**src/rtl/pbus_irq_gateway.sv**
```systemverilog
// pbus_irq_gateway: synchronises PBUS interrupt lines and turns them into PLIC gateway requests.
module pbus_irq_gateway #(
    parameter int                 NUM_SRC     = 4,
    parameter int                 NUM_LINES   = 32,
    parameter int                 SYNC_STAGES = 2,
    parameter logic [NUM_SRC-1:0] EDGE_MASK   = 4'b0110,
    parameter int                 EDGE_CNT_W  = 3
) (
    input  logic                         clock_i,
    input  logic                         reset_i,
    input  logic [NUM_SRC-1:0]           irq_i,
    input  logic                         claim_valid_i,
    input  logic [$clog2(NUM_LINES)-1:0] claim_id_i,
    input  logic                         complete_valid_i,
    input  logic [$clog2(NUM_LINES)-1:0] complete_id_i,
    output logic [NUM_LINES-1:0]         plic_irq_o,
    output logic [NUM_SRC-1:0]           edge_ovf_o
);
    localparam int IDW = $clog2(NUM_LINES);
    typedef enum logic [1:0] {IDLE = 2'd0, ASSERT = 2'd1, INFLIGHT = 2'd2} state_t;
    logic [NUM_SRC-1:0] w_assert;
    assign plic_irq_o = NUM_LINES'({w_assert, 1'b0});
    for (genvar i = 0; i < NUM_SRC; i++) begin : g_src
        localparam logic [IDW-1:0] ID = IDW'(i + 1);
        localparam bit IS_EDGE = EDGE_MASK[i];
        logic [SYNC_STAGES-1:0] r_sync;
        logic                   r_prev;
        logic [EDGE_CNT_W-1:0]  r_cnt;
        logic                   r_ovf;
        state_t                 r_state;
        state_t                 w_next;
        logic w_s, w_rise, w_go, w_claim, w_done, w_inc, w_dec;
        assign w_s     = r_sync[SYNC_STAGES-1];
        assign w_rise  = w_s & ~r_prev;
        assign w_go    = (r_state == IDLE) && (IS_EDGE ? (w_rise || r_cnt != '0) : w_s);
        assign w_claim = (r_state == ASSERT) && claim_valid_i && (claim_id_i == ID);
        assign w_done  = (r_state == INFLIGHT) && complete_valid_i && (complete_id_i == ID);
        // A rise in IDLE is consumed directly by the request, so it never touches the count.
        assign w_inc   = IS_EDGE && w_rise && !w_go;
        assign w_dec   = IS_EDGE && w_go && !w_rise;
        always_comb begin
            w_next = r_state;
            w_next = w_go ? ASSERT : w_claim ? INFLIGHT : w_done ? IDLE : r_state;
        end
        always_ff @(posedge clock_i) begin
            if (reset_i) begin
                r_sync  <= '0;
                r_prev  <= 1'b0;
                r_cnt   <= '0;
                r_ovf   <= 1'b0;
                r_state <= IDLE;
            end else begin
                r_sync  <= SYNC_STAGES'({r_sync, irq_i[i]});
                r_prev  <= w_s;
                r_state <= w_next;
                if (w_inc && r_cnt == '1)
                    r_ovf <= 1'b1;
                else if (w_inc)
                    r_cnt <= r_cnt + 1'b1;
                else if (w_dec)
                    r_cnt <= r_cnt - 1'b1;
            end
        end
        assign w_assert[i]   = (r_state == ASSERT);
        assign edge_ovf_o[i] = r_ovf;
    end
endmodule

```
**config.mk**
```make
export PLATFORM = sky130hd
export DESIGN_NAME = pbus_irq_gateway
export DESIGN_NICKNAME = d
export VERILOG_FILES = /design/src/rtl/pbus_irq_gateway.sv
export SDC_FILE = /design/constraint.sdc
export NUM_CORES = 1
export LEC_CHECK = 0
export CORE_ASPECT_RATIO = 0.75
export CORE_UTILIZATION = 47
export DETAILED_ROUTE_END_ITERATION = 10
export PLACE_DENSITY = 0.85
export SKIP_LAST_GASP = 1
export SLEW_MARGIN = 30
export SYNTH_ARGS = -nofsm -noshare
export SYNTH_HDL_FRONTEND = slang
export SYNTH_SLANG_ARGS = --single-unit
```
**constraint.sdc**
```tcl
create_clock -name clock_i -period 4.81 [get_ports clock_i]
set_clock_uncertainty 0.05 [all_clocks]
set_input_delay 0.962 -clock clock_i [delete_from_list [all_inputs] [get_ports clock_i]]
set_output_delay 0.962 -clock clock_i [all_outputs]
set_load 0.05 [all_outputs]
```
==> metrics.yaml <==
power:
  switching_share_pct: 38.4
  pwr-share-clk_pct: 18.5
  power.switching_mw: 0.276
  p_total_mw: 0.720
  intPower_mw: 0.444
  power_frac_comb_pct: 43.0
  irDropWorstVdd_v: 0.000313
  p_seq_share_pct: 38.6
  leakagePower_nw: 0.635
  powerDensity_nw_per_um2: 452
synth:
  async_reset_ff_share_pct: 0
  syn_area_per_cell_um2: 8.44
  synthMostInstantiatedCell: "buf_4"
  synth_cells: 167
  yosys-top-cells-count: "32 x buf_4, 26 x dfxtp_1, 19 x nor2_1, 19 x nor2b_1, 10 x a21oi_1"
  ys_seq_area_share_pct: 36.9
  ys_ff_latch: 26
  synth_area_leaders: "dfxtp_1 37%, buf_4 17%, nor2b_1 8.4%"
  synth_warnings: 0
  synthFlopType: "dfxtp_1"
  synth_top_area_share_pct: 36.9
  synth_edf_count: 0
  synth_cell_types: 32
  yosys.area.top_type: "dfxtp_1"
  synth_area_um2: 1410
final_layout:
  finalNonFillerCells: 224
  drive_above_1_share_pct: 4.79
  antennaDiodeCount: 0
  post-route-util_pct: 58.5
  fillers: 270
  final_cell_area_um2: 1590
  nets: 209
  syn_to_final_growth_pct: 13.0
clock_network:
  clockRootBuffer: "clkbuf_8"
  cts_setup_buffers: 0
  numCtsBuffers: 3
  clock-sinks: 26
  cts.repair.resized: 0
  ctsHtreeMaxLevel: 1
  cts_tree: "done"
  clk_pin_slew_ps: 80
  clock_latency_ps: 260
  clk_path_buf_depth: 2
  cts_hold_buf: 0
routing:
  detail_route.wl_per_cell_um: 10.1
  first_pass_iters: 4
  vias_per_cell: 4.81
  wl_um: 2260
  ant_nets: 0
  vias: 1078
  drt_iter0_markers: 28
  post-route-drc-count: 0
critical_path:
  crit_slowest_cell: "clkdlybuf4s50_1"
  crit_start: "g_src[3].r_state[0]$_SDFFE_PP0P_"
  critical_path.max_stage_delay_ps: 830
  critical_path_arrival_ps: 1660
  r2r_start: "g_src[1].r_state[0]$_SDFFE_PP0P_"
  critPathKind: "flip-flop to primary output"
  end_kind: "primary output"
  cp-start-kind: "flip-flop"
  cp.required_ps: 3800
  crit_chain: "nor2b_1 > clkdlybuf4s50_1"
  worst-path-max-fanout: 4
global_route:
  grt_max_degree: 29
  grt_pass1_vias: 917
  track_usage_pct: 14.7
  antenna_found_initial: 0
  grt_overflow: 0
  grt_pass1_wl_um: 3730
floorplan:
  core_um2: 2720
  core.rowCount: 16
  dieHeight_um: 49.4
  dieArea_um2: 3220
  ioPinCount: 54
  start_util_pct: 51.7
  die_w_um: 65.2
run_status:
  outcome: "completed"
timing:
  finalMaxSlewViolations: 0
  finalSetupViolCount: 0
  period_share_pct: 55.6
  rsz0062_at_grt: "no"
  whs_ps: 391
  worst_slew_pin_slew_ps: 499
  layout_setup_ws_ps: 2140
  tns_ps: 0
  clock.fmax_mhz: 374
  slew_headroom_pct: 66.6
  report.final.hold_viol_count: 0
  period_needed_ps: 2670
hold_path:
  min-delay-start: "g_src[0].r_sync[0]$_SDFF_PP0_"
  hold_class: "flip-flop to flip-flop"
run:
  maxCapViolations: 0
place:
  dp_slack_ps: 2130
  place_congestion: 0.732
  dp_cells: 220
  post-dp-hpwl_um: 1760
  place_area_um2: 1540
  numPortBuffers: 23
-- cell type report --
cell class | count | area [um^2] | area share, %
Multi-Input combinational cell | 135 | 746 | 46.9
Clock buffer | 4 | 55.1 | 3.46
Timing Repair Buffer | 23 | 225 | 14.2
Tap cell | 36 | 45.0 | 2.83
Sequential cell | 26 | 520 | 32.7
-- cells by family (layout without fill, tap and decap cells) --
group | after synthesis | in the layout | synth area share, %
other | 1 | 30 | 0.266
muxes | 2 | 2 | 1.60
adders and majority gates | 2 | 2 | 1.78
DFF | 26 | 26 | 36.9
AOI/OAI and AO/OA | 24 | 24 | 10.3
xor gates and xnor gates | 2 | 2 | 1.24
buffers and inverters | 35 | 27 | 17.9
and+or+nand+nor | 75 | 75 | 30.0
-- power by group through the flow --
stage               clock (mW)  sequential [mW]  combinational, mW
CTS                      0.138            0.277              0.310
finish                   0.133            0.278              0.309
floorplan                    0            0.276              0.269
global route             0.148            0.284              0.339
detailed placement           0            0.283              0.309
global placement             0            0.282              0.304
-- critical path: cells and delay by family, from the launching register on --
family / cells / cell delay (ps)
simple gates: 1 / 190
buf+inv: 1 / 830
flops: 1 / 380
-- routing by layer --
metal  vias up  track usage (%)  wire (um)
li1        554                -          -
met1       479             18.7       1100
met4         0             2.17          4
met2        43             24.4        957
met3         2             5.14        197
met5         -                0          0
-- worst paths after layout --
check | endpoint | slack, ps | cells after the start
setup / recovery | plic_irq_o[4] | 2140 | 2
hold / removal | g_src[0].r_sync[1]$_SDFF_PP0_ | 390 | 1
setup reg to reg | g_src[1].r_cnt[2]$_SDFFE_PP0P_ | 2800 | 8
hold reg to reg | g_src[0].r_sync[1]$_SDFF_PP0_ | 390 | 1
-- layout by cell type (no fill, tap or decap) --
master	instances
conb_1	30
dfxtp_1	26
clkdlybuf4s50_1	22
nor2_1	19
nor2b_1	19
a21oi_1	10
nand3_1	8
nor3_1	8
o21ai_0	6
nand2b_1	4
clkbuf_8	4
and3_1	3
or3_1	3
a22oi_1	3
xnor2_1	2
a21boi_0	2
nor3b_1	2
ha_1	2
nor4bb_1	1
nand4b_1	1
or2_4	1
a211oi_1	1
or3_4	1
nand4_1	1
nor4b_1	1
nand2_1	1
o31ai_1	1
nand3b_1	1
mux2_2	1
and4b_1	1
a22oi_2	1
mux2_1	1
buf_2	1
-- flip-flops by register name (all words and copies together) (netlist names) --
| signal | cells |
|---|---|
| g_src.r_cnt | 6 |
| g_src.r_sync | 8 |
| g_src.r_prev | 2 |
| g_src.r_ovf | 2 |
| g_src.r_state | 8 |
No activity file was read; power rests on OpenSTA's default activity.
